`src/rtl/cpu_types_pkg.sv`:
```
// Shared pipeline types: inter-stage payload structs with matching widths and the flush counter type.
// Payload structs are opaque to pipe_stage_reg; it only needs their $bits.
package cpu_types_pkg;

  typedef logic [15:0] flush_cnt_t;
  localparam flush_cnt_t FLUSH_CNT_MAX = 16'hFFFF;

  typedef struct packed {
    logic [31:0] pc;
    logic [31:0] instr;
  } ifid_t;
  localparam int IFID_W = $bits(ifid_t);

  typedef struct packed {
    logic [31:0] pc;
    logic [4:0]  rd;
    logic [31:0] rs1_val;
    logic [31:0] rs2_val;
    logic [31:0] imm;
    logic [3:0]  alu_op;
    logic        mem_rd;
    logic        mem_wr;
    logic        reg_wr;
  } idex_t;
  localparam int IDEX_W = $bits(idex_t);

  typedef struct packed {
    logic [31:0] alu_res;
    logic [31:0] store_val;
    logic [4:0]  rd;
    logic        mem_rd;
    logic        mem_wr;
    logic        reg_wr;
  } exmem_t;
  localparam int EXMEM_W = $bits(exmem_t);

  typedef struct packed {
    logic [31:0] wb_val;
    logic [4:0]  rd;
    logic        reg_wr;
  } memwb_t;
  localparam int MEMWB_W = $bits(memwb_t);

  function automatic flush_cnt_t flush_cnt_inc(input flush_cnt_t c);
    return (c == FLUSH_CNT_MAX) ? c : c + 16'd1;
  endfunction

endpackage

```
`src/rtl/pipe_slot.sv`:
```
// One valid+data register of the pipeline chain; flush beats load, load beats vacate, else hold.
// Latency 1 cycle; no handshake of its own, the parent decides when it loads or empties.
module pipe_slot
  import cpu_types_pkg::*;
#(
  parameter int            DW     = 32,
  parameter logic [DW-1:0] BUBBLE = '0
) (
  input  logic          CLK,
  input  logic          nRST,
  input  logic          flush,
  input  logic          load,
  input  logic          vacate,
  input  logic [DW-1:0] din,
  output logic          vld,
  output logic [DW-1:0] dat
);

  always_ff @(posedge CLK or negedge nRST) begin
    if (!nRST) begin
      vld <= 1'b0;
      dat <= BUBBLE;
    end else if (flush) begin
      vld <= 1'b0;
      dat <= BUBBLE;
    end else if (load) begin
      vld <= 1'b1;
      dat <= din;
    end else if (vacate) begin
      vld <= 1'b0;
      dat <= BUBBLE;
    end
  end

endmodule

```
`src/rtl/pipe_stage_reg.sv`:
```
// Elastic DEPTH-slot pipeline register with bubble collapsing, per-slot squash, flush and optional skid.
// Latency DEPTH cycles; in_ready follows slot0 freedom (SKID=0) or the skid register (SKID=1).
module pipe_stage_reg
  import cpu_types_pkg::*;
#(
  parameter int            DW     = 32,
  parameter int            DEPTH  = 1,
  parameter logic [DW-1:0] BUBBLE = '0,
  parameter int            SKID   = 0
) (
  input  logic                              CLK,
  input  logic                              nRST,
  input  logic                              in_valid,
  output logic                              in_ready,
  input  logic [DW-1:0]                     in_data,
  input  logic                              flush,
  input  logic [DEPTH-1:0]                  flush_mask,
  output logic                              out_valid,
  input  logic                              out_ready,
  output logic [DW-1:0]                     out_data,
  output logic [$clog2(DEPTH+SKID+1)-1:0]   occupancy,
  output flush_cnt_t                        flush_cnt
);

  localparam int OW = $clog2(DEPTH+SKID+1);

  logic [DEPTH-1:0] v;
  logic [DEPTH-1:0] mv;
  logic [DEPTH-1:0] ld;
  logic [DEPTH-1:0] vac;
  logic [DEPTH-1:0] nv;
  logic [DW-1:0]    d   [DEPTH];
  logic [DW-1:0]    din [DEPTH];
  logic             free0;
  logic             accept;
  logic             skid_v;
  logic [DW-1:0]    skid_d;
  logic             skid_nxt;
  logic [OW-1:0]    occ_nxt;

  // Walk from the output side back: a slot moves when the one ahead is free after this edge.
  always_comb begin : p_advance
    logic dn_free;
    logic mv_i;
    mv      = '0;
    dn_free = out_ready;
    mv_i    = 1'b0;
    for (int i = DEPTH-1; i >= 0; i--) begin
      mv_i    = v[i] && dn_free && ((i == DEPTH-1) || !flush_mask[i]);
      mv[i]   = mv_i;
      dn_free = !v[i] || flush_mask[i] || mv_i;
    end
    free0 = dn_free;
  end

  assign in_ready = nRST && ((SKID != 0) ? !skid_v : (!flush && free0));
  assign accept   = in_valid && in_ready;

  always_comb begin : p_load
    ld  = '0;
    vac = '0;
    for (int i = 0; i < DEPTH; i++) din[i] = BUBBLE;
    ld[0]  = !flush && free0 && (skid_v || accept);
    din[0] = skid_v ? skid_d : in_data;
    for (int i = 1; i < DEPTH; i++) begin
      ld[i]  = !flush && mv[i-1];
      din[i] = d[i-1];
    end
    for (int i = 0; i < DEPTH; i++) vac[i] = mv[i] || flush_mask[i];
  end

  for (genvar g = 0; g < DEPTH; g++) begin : g_slot
    pipe_slot #(
      .DW     (DW),
      .BUBBLE (BUBBLE)
    ) u_slot (
      .CLK    (CLK),
      .nRST   (nRST),
      .flush  (flush),
      .load   (ld[g]),
      .vacate (vac[g]),
      .din    (din[g]),
      .vld    (v[g]),
      .dat    (d[g])
    );
  end

  if (SKID != 0) begin : g_skid
    logic          sv;
    logic [DW-1:0] sd;
    // The skid only fills when slot0 is stuck; it always drains before new input is taken.
    always_ff @(posedge CLK or negedge nRST) begin
      if (!nRST) begin
        sv <= 1'b0;
        sd <= BUBBLE;
      end else if (flush || (sv && free0)) begin
        sv <= 1'b0;
        sd <= BUBBLE;
      end else if (accept && !free0) begin
        sv <= 1'b1;
        sd <= in_data;
      end
    end
    assign skid_v = sv;
    assign skid_d = sd;
  end else begin : g_noskid
    assign skid_v = 1'b0;
    assign skid_d = BUBBLE;
  end

  always_comb begin : p_occ
    nv = '0;
    for (int i = 0; i < DEPTH; i++) nv[i] = !flush && (ld[i] || (v[i] && !vac[i]));
    skid_nxt = (SKID != 0) && !flush && !free0 && (skid_v || accept);
    occ_nxt  = OW'(skid_nxt);
    for (int i = 0; i < DEPTH; i++) occ_nxt = occ_nxt + OW'(nv[i]);
  end

  always_ff @(posedge CLK or negedge nRST) begin
    if (!nRST) begin
      occupancy <= '0;
      flush_cnt <= '0;
    end else begin
      occupancy <= occ_nxt;
      if (flush) flush_cnt <= flush_cnt_inc(flush_cnt);
    end
  end

  assign out_valid = v[DEPTH-1];
  assign out_data  = d[DEPTH-1];

  a_no_blind_accept: assert property (@(posedge CLK) disable iff (!nRST)
    (ld[0] && !skid_v) |-> (in_valid && in_ready));
  a_bubble_out: assert property (@(posedge CLK) disable iff (!nRST)
    !out_valid |-> (out_data == BUBBLE));
  a_occ_exact: assert property (@(posedge CLK) disable iff (!nRST)
    int'(occupancy) == ($countones(v) + int'(skid_v)));

endmodule

```
`config.mk`:
```
export PLATFORM = sky130hd
export DESIGN_NAME = pipe_stage_reg
export DESIGN_NICKNAME = d
export VERILOG_FILES = /design/src/rtl/cpu_types_pkg.sv /design/src/rtl/pipe_slot.sv /design/src/rtl/pipe_stage_reg.sv
export SDC_FILE = /design/constraint.sdc
export NUM_CORES = 1
export LEC_CHECK = 0
export CORE_MARGIN = 5
export CORE_UTILIZATION = 25
export CTS_BUF_LIST = sky130_fd_sc_hd__clkbuf_8 sky130_fd_sc_hd__clkbuf_16
export DETAILED_ROUTE_END_ITERATION = 12
export SLEW_MARGIN = 20
export SYNTH_ARGS = -nofsm -noshare
export SYNTH_HDL_FRONTEND = slang
export SYNTH_SLANG_ARGS = --single-unit
```
`constraint.sdc`:
```
create_clock -name CLK -period 2.2 [get_ports CLK]
set_input_delay 0.44 -clock CLK [delete_from_list [all_inputs] [get_ports CLK]]
set_output_delay 0.44 -clock CLK [all_outputs]
set_load 0.05 [all_outputs]
```
======== After elaboration in Yosys (flattened, before gate mapping) ========
Cells that the tools add are included.
storage, ports and cells
  register bits after elaboration ......... 50
  latch bits .............................. 0
  bits in writable memories ............... 0
  memory bits (read-only) ................. 0
  input bits .............................. 38
  output and inout port bits .............. 51
  memories ................................ 0
operators by class
  $add $sub $neg .......................... 1
  multipliers ............................. 0
  divide/modulo/power cells ............... 0
  $lt $le $gt $ge ......................... 0
  equal/unequal tests ..................... 1
  shift-type cells ........................ 0
  mux-type cells .......................... 6
  bitwise gates (word level) .............. 1
  reductions and logical operators ........ 16
operators by type and width
  kind                   number
  $mux 32                3
  $add 16x1->16 const B  1
  $eq 16x16->1 const B   1
  $logic_and 1x1->1      7
  $logic_or 1x1->1       4
  $logic_not 1->1        3
  $mux 1                 3
  $reduce_bool 3->1      1
  $reduce_and 2->1       1
  $not 1->1              1

======== Depth between registers and ports, before layout ========
  depth after elaboration ................. 9
  gate-level depth with buffers ........... 6
  gate-level depth less buffers ........... 5

======== Cells and area by module ========
A second synthesis with hierarchy kept.
second synthesis, totals
  cell total of the unflattened synthesis .. 166
  area total of the unflattened synthesis .. 2112.0 sq um
by module, submodules not included
  module          instances  cells an instance  area each (sq um)  sequential area each (sq um)
  pipe_slot       1          81                 1237.4             825.8
  pipe_stage_reg  1          85                 874.6              425.4

======== Least setup slack after synthesis ========
No wires, ideal clock.
  kind .................................... register to output
  start point ............................. register g_slot[0].u_slot.vld
  end point ............................... output port in_ready
  data arrival time ....................... 1.976 ns
  required time ........................... 1.760 ns
  setup slack ............................. -0.216 ns
  stages on the path, launching flop included .. 3
  path through ............................ dfrtp_1 > nor3b_1 > nor3b_1
between the ends
  word-level cells in the longest chain between the ends .. 5
ends and longest elaborated chain
  item                              RTL line              RTL
  start: declaration                pipe_slot.sv:15       output logic vld,
  start signal: assignment          pipe_slot.sv:21       vld <= 1'b0;
  start signal: assignment          pipe_slot.sv:24       vld <= 1'b0;
  start signal: assignment          pipe_slot.sv:27       vld <= 1'b1;
  $logic_not 1->1                   pipe_stage_reg.sv:51  dn_free = !v[i] || flush_mask[i] || mv_i;
  $logic_or 1x1->1                  pipe_stage_reg.sv:51
  $logic_or 1x1->1 *                pipe_stage_reg.sv:51
  $logic_and 1x1->1 * (2 in a row)  pipe_stage_reg.sv:56  assign in_ready = nRST && ((SKID != 0) ? !skid_v : (!flush && free0));
  end: declaration                  pipe_stage_reg.sv:14  output logic in_ready,
Mark *: on every way between the ends. The rest lies on a longest branch, timed or not.

======== Worst setup path after layout ========
  start point ............................. register flush_cnt[3]
  end point ............................... output port flush_cnt[3]
RTL lines
  item                      RTL line               RTL
  start: declaration        pipe_stage_reg.sv:22   output flush_cnt_t flush_cnt
  start signal: assignment  pipe_stage_reg.sv:125  if (flush) flush_cnt <= flush_cnt_inc(flush_cnt);
No word-level cell between the ends.

==> metrics.cfg <==
[run_status]
outcome = completed

[pwr]
power.switching_uw = 845
clkPwrFrac_pct = 26.4
power_frac_seq_pct = 44.4
p_leak_nw = 1.38
combPwrFrac_pct = 29.2
peakVddDrop_mv = 0.584
swShare_pct = 34.3
p_int_mw = 1.62
total_power_mw = 2.46
power.density_mw_per_mm2 = 768

[setup_path]
crit_path_start_kind = register
rr_worst_depth = 6
timing.rr.start = flush_cnt[0]
required_ns = 1.76
r2r_slack_ns = 0.35
r2r-end = flush_cnt[7]
crit_chain = clkdlybuf4s50_1
worstPathArrival_ns = 1.62
crit_fanout = 7
path_buf_inv = 1
cp-end-kind = output pin
cp_slowest_cell = clkdlybuf4s50_1
slowest_delay_ns = 0.85
cp_top_family = buffers and inverters
crit_type = register to output pin

[synth]
postSynthCellCount = 157
synth_area_leaders = dfrtp_1, a22o_1, xnor2_1
synth_nets = 196
ys_seq_elements = 50
syn-mean-instance-area_um2 = 13.0
seq_area_frac_synth_pct = 61.3
yosysTopAreaCellShare_pct = 61.3
yosysUniqueCellTypes = 28
yosys_warnings = 0
yosys.area.top_type = dfrtp_1
syn_area_mm2 = 0.00204

[sta]
finalCritPeriodShare_pct = 93.7
hold_viol = 0
rsz0062_at_grt = no
relSlewSlack_pct = 63.5
setup_violations = 0
fmax_ghz = 0.485
skew_ns = 0.0109
slew_viol_final = 0
worstMarginPinSlew_ns = 0.545
final.setup.tns_ns = 0
min_period_ns = 2.06

[cells_and_area]
drive_gt1_share_pct = 11.3
nets = 295
antenna_cells = 0
seqCellArea_mm2 = 0.00125
syn2layout_area_growth_pct = 57.2
fill_cells = 810
multi_input_area_um2 = 743

[grt]
grt_usage_pct = 11.1
antenna_found_initial = 0
grt_pass1_wl_um = 8940
gr-total-overflow = 0
grt_max_degree = 35
first_global_vias = 1751

[detailed_routing]
drt-total-wl_um = 5550
viasPerCell = 4.62
drt_iter0_markers = 46
wl_per_cell_um = 15.3
drc_errors = 0
via_count = 1671
antenna_left = 0
drtPass1Iterations = 4

[floorplanning]
io_pins = 89
die_x_um = 100
core.rowCount = 33
dieArea_mm2 = 0.0101
die_h_um = 100
coreArea_mm2 = 0.00809
initial_core_util_pct = 25.2

[clock_tree]
cts_setup_buffers = 0
clock_latency_ns = 0.30
cts_num_sinks = 50
tritoncts = done
clock_path_buffers = 2
ctsResizeCount = 0
ctsHoldBuffers = 0
clk_pin_slew_ns = 0.10
numCtsBuffers = 5
htree_levels = 2
cts_root_buf = clkbuf_8

[place]
gp_congestion = 0.784
hpwlAfterDp_um = 4060
numPortBuffers = 88

[min_path]
holdCritPathClass = input pin to asynchronous set/reset pin

[job]
cap_viol_max_count = 0

cells by family (layout without fill, tap and decap cells):
group           count (synthesis)  after routing  synth area share, %
fa+ha+maj                       1              1                0.613
buf+inv                         9            109                 3.19
xor+xnor                        9              9                 3.87
mux                             1              1                0.552
flops                          50             50                 61.3
compound gates                 45             45                 19.0
simple gates                   42             42                 11.4
area by class of cell:
cell class,count,share of cell area [%]
tap,105,4.10
clock inverter,3,1.40
inverter,1,0.117
multi-input combinational,98,23.2
sequential,50,39.0
clock buffer,5,2.15
timing repair buffer,100,30.0
state kept, by name (all words and copies together) (netlist names):
register,cells
flush_cnt,16
g_slot.u_slot.dat,32
g_slot.u_slot.vld,1
occupancy,1
synth_stat cells:
| cell type | count |
|---|---|
| o41ai_1 | 1 |
| a41oi_1 | 2 |
| clkbuf_1 | 3 |
| and3_1 | 3 |
| xor2_1 | 3 |
| nor2_1 | 7 |
| nand4_1 | 4 |
| nand2_1 | 9 |
| buf_2 | 1 |
| inv_1 | 1 |
| nor3b_1 | 2 |
| a22o_1 | 32 |
| buf_6 | 4 |
| mux2_2 | 1 |
| or3_1 | 1 |
| and4_1 | 4 |
| nor4b_1 | 1 |
| a2111oi_4 | 1 |
| a21oi_1 | 6 |
| nor3_1 | 2 |
| o41a_1 | 1 |
| nor4bb_1 | 1 |
| xnor2_1 | 6 |
| or2_2 | 3 |
| nand3_1 | 5 |
| a31oi_1 | 2 |
| dfrtp_1 | 50 |
| ha_1 | 1 |
layer usage:
metal	GRT usage [%]	vias to the layer above	part of all wire, %
met4	2.49	0	0.41
li1	-	799	-
met3	4.59	3	8.1
met5	0	-	0
met1	15.0	806	48
met2	16.8	63	43
power groups by stage:
stage / registers [mW] / clock network, mW / logic, mW
finish: 1.09 / 0.649 / 0.718
global route: 1.11 / 0.720 / 0.755
CTS: 1.09 / 0.675 / 0.727
detailed placement: 1.11 / 0 / 0.722
global placement: 1.11 / 0 / 0.715
floorplan: 1.37 / 0 / 0.148
layout by cell type, fill, tap and decap left out, drive strengths merged:
master         instances
inv                    1
and3                   3
a2111oi                1
and4                   4
a22o                  32
nand2                  9
xnor2                  6
o41a                   1
nor4bb                 1
nor2                   7
xor2                   3
mux2                   1
a31oi                  2
a41oi                  2
bufinv                 1
ha                     1
buf                   14
clkdlybuf4s50         86
nand3                  5
dfrtp                 50
or2                    3
nor4b                  1
or3                    1
o41ai                  1
clkbuf                 5
a21oi                  6
clkinvlp               2
nor3b                  2
nand4                  4
nor3                   2
worst max-delay path by stage:
stage / from / depth (start not counted) / end
after detailed placement: flush_mask / 7 / g_slot[0].u_slot.dat[29]
after global routing: g_slot[0].u_slot.vld / 1 / out_valid
after CTS: flush_cnt[3] / 1 / flush_cnt[3]
after global placement: flush_mask / 7 / g_slot[0].u_slot.dat[6]
after floorplan: flush_cnt[0] / 5 / flush_cnt[7]
final: flush_cnt[3] / 1 / flush_cnt[3]
stage by stage:
stage	area, um^2	std cells	utilization, %	setup slack [ns]	hold slack [ns]
after floorplan	2040	157	-	0.0428	0.144
after global placement	3090	354	38.2	0.0348	0.342
after detailed placement	3090	354	38.2	0.00987	0.346
after CTS	3210	362	39.6	0.132	0.0118
after global routing	3210	362	39.6	0.0790	0.00826
final	3210	362	39.6	0.138	0.0131
Note: power is estimated with default switching activity, not from simulation.
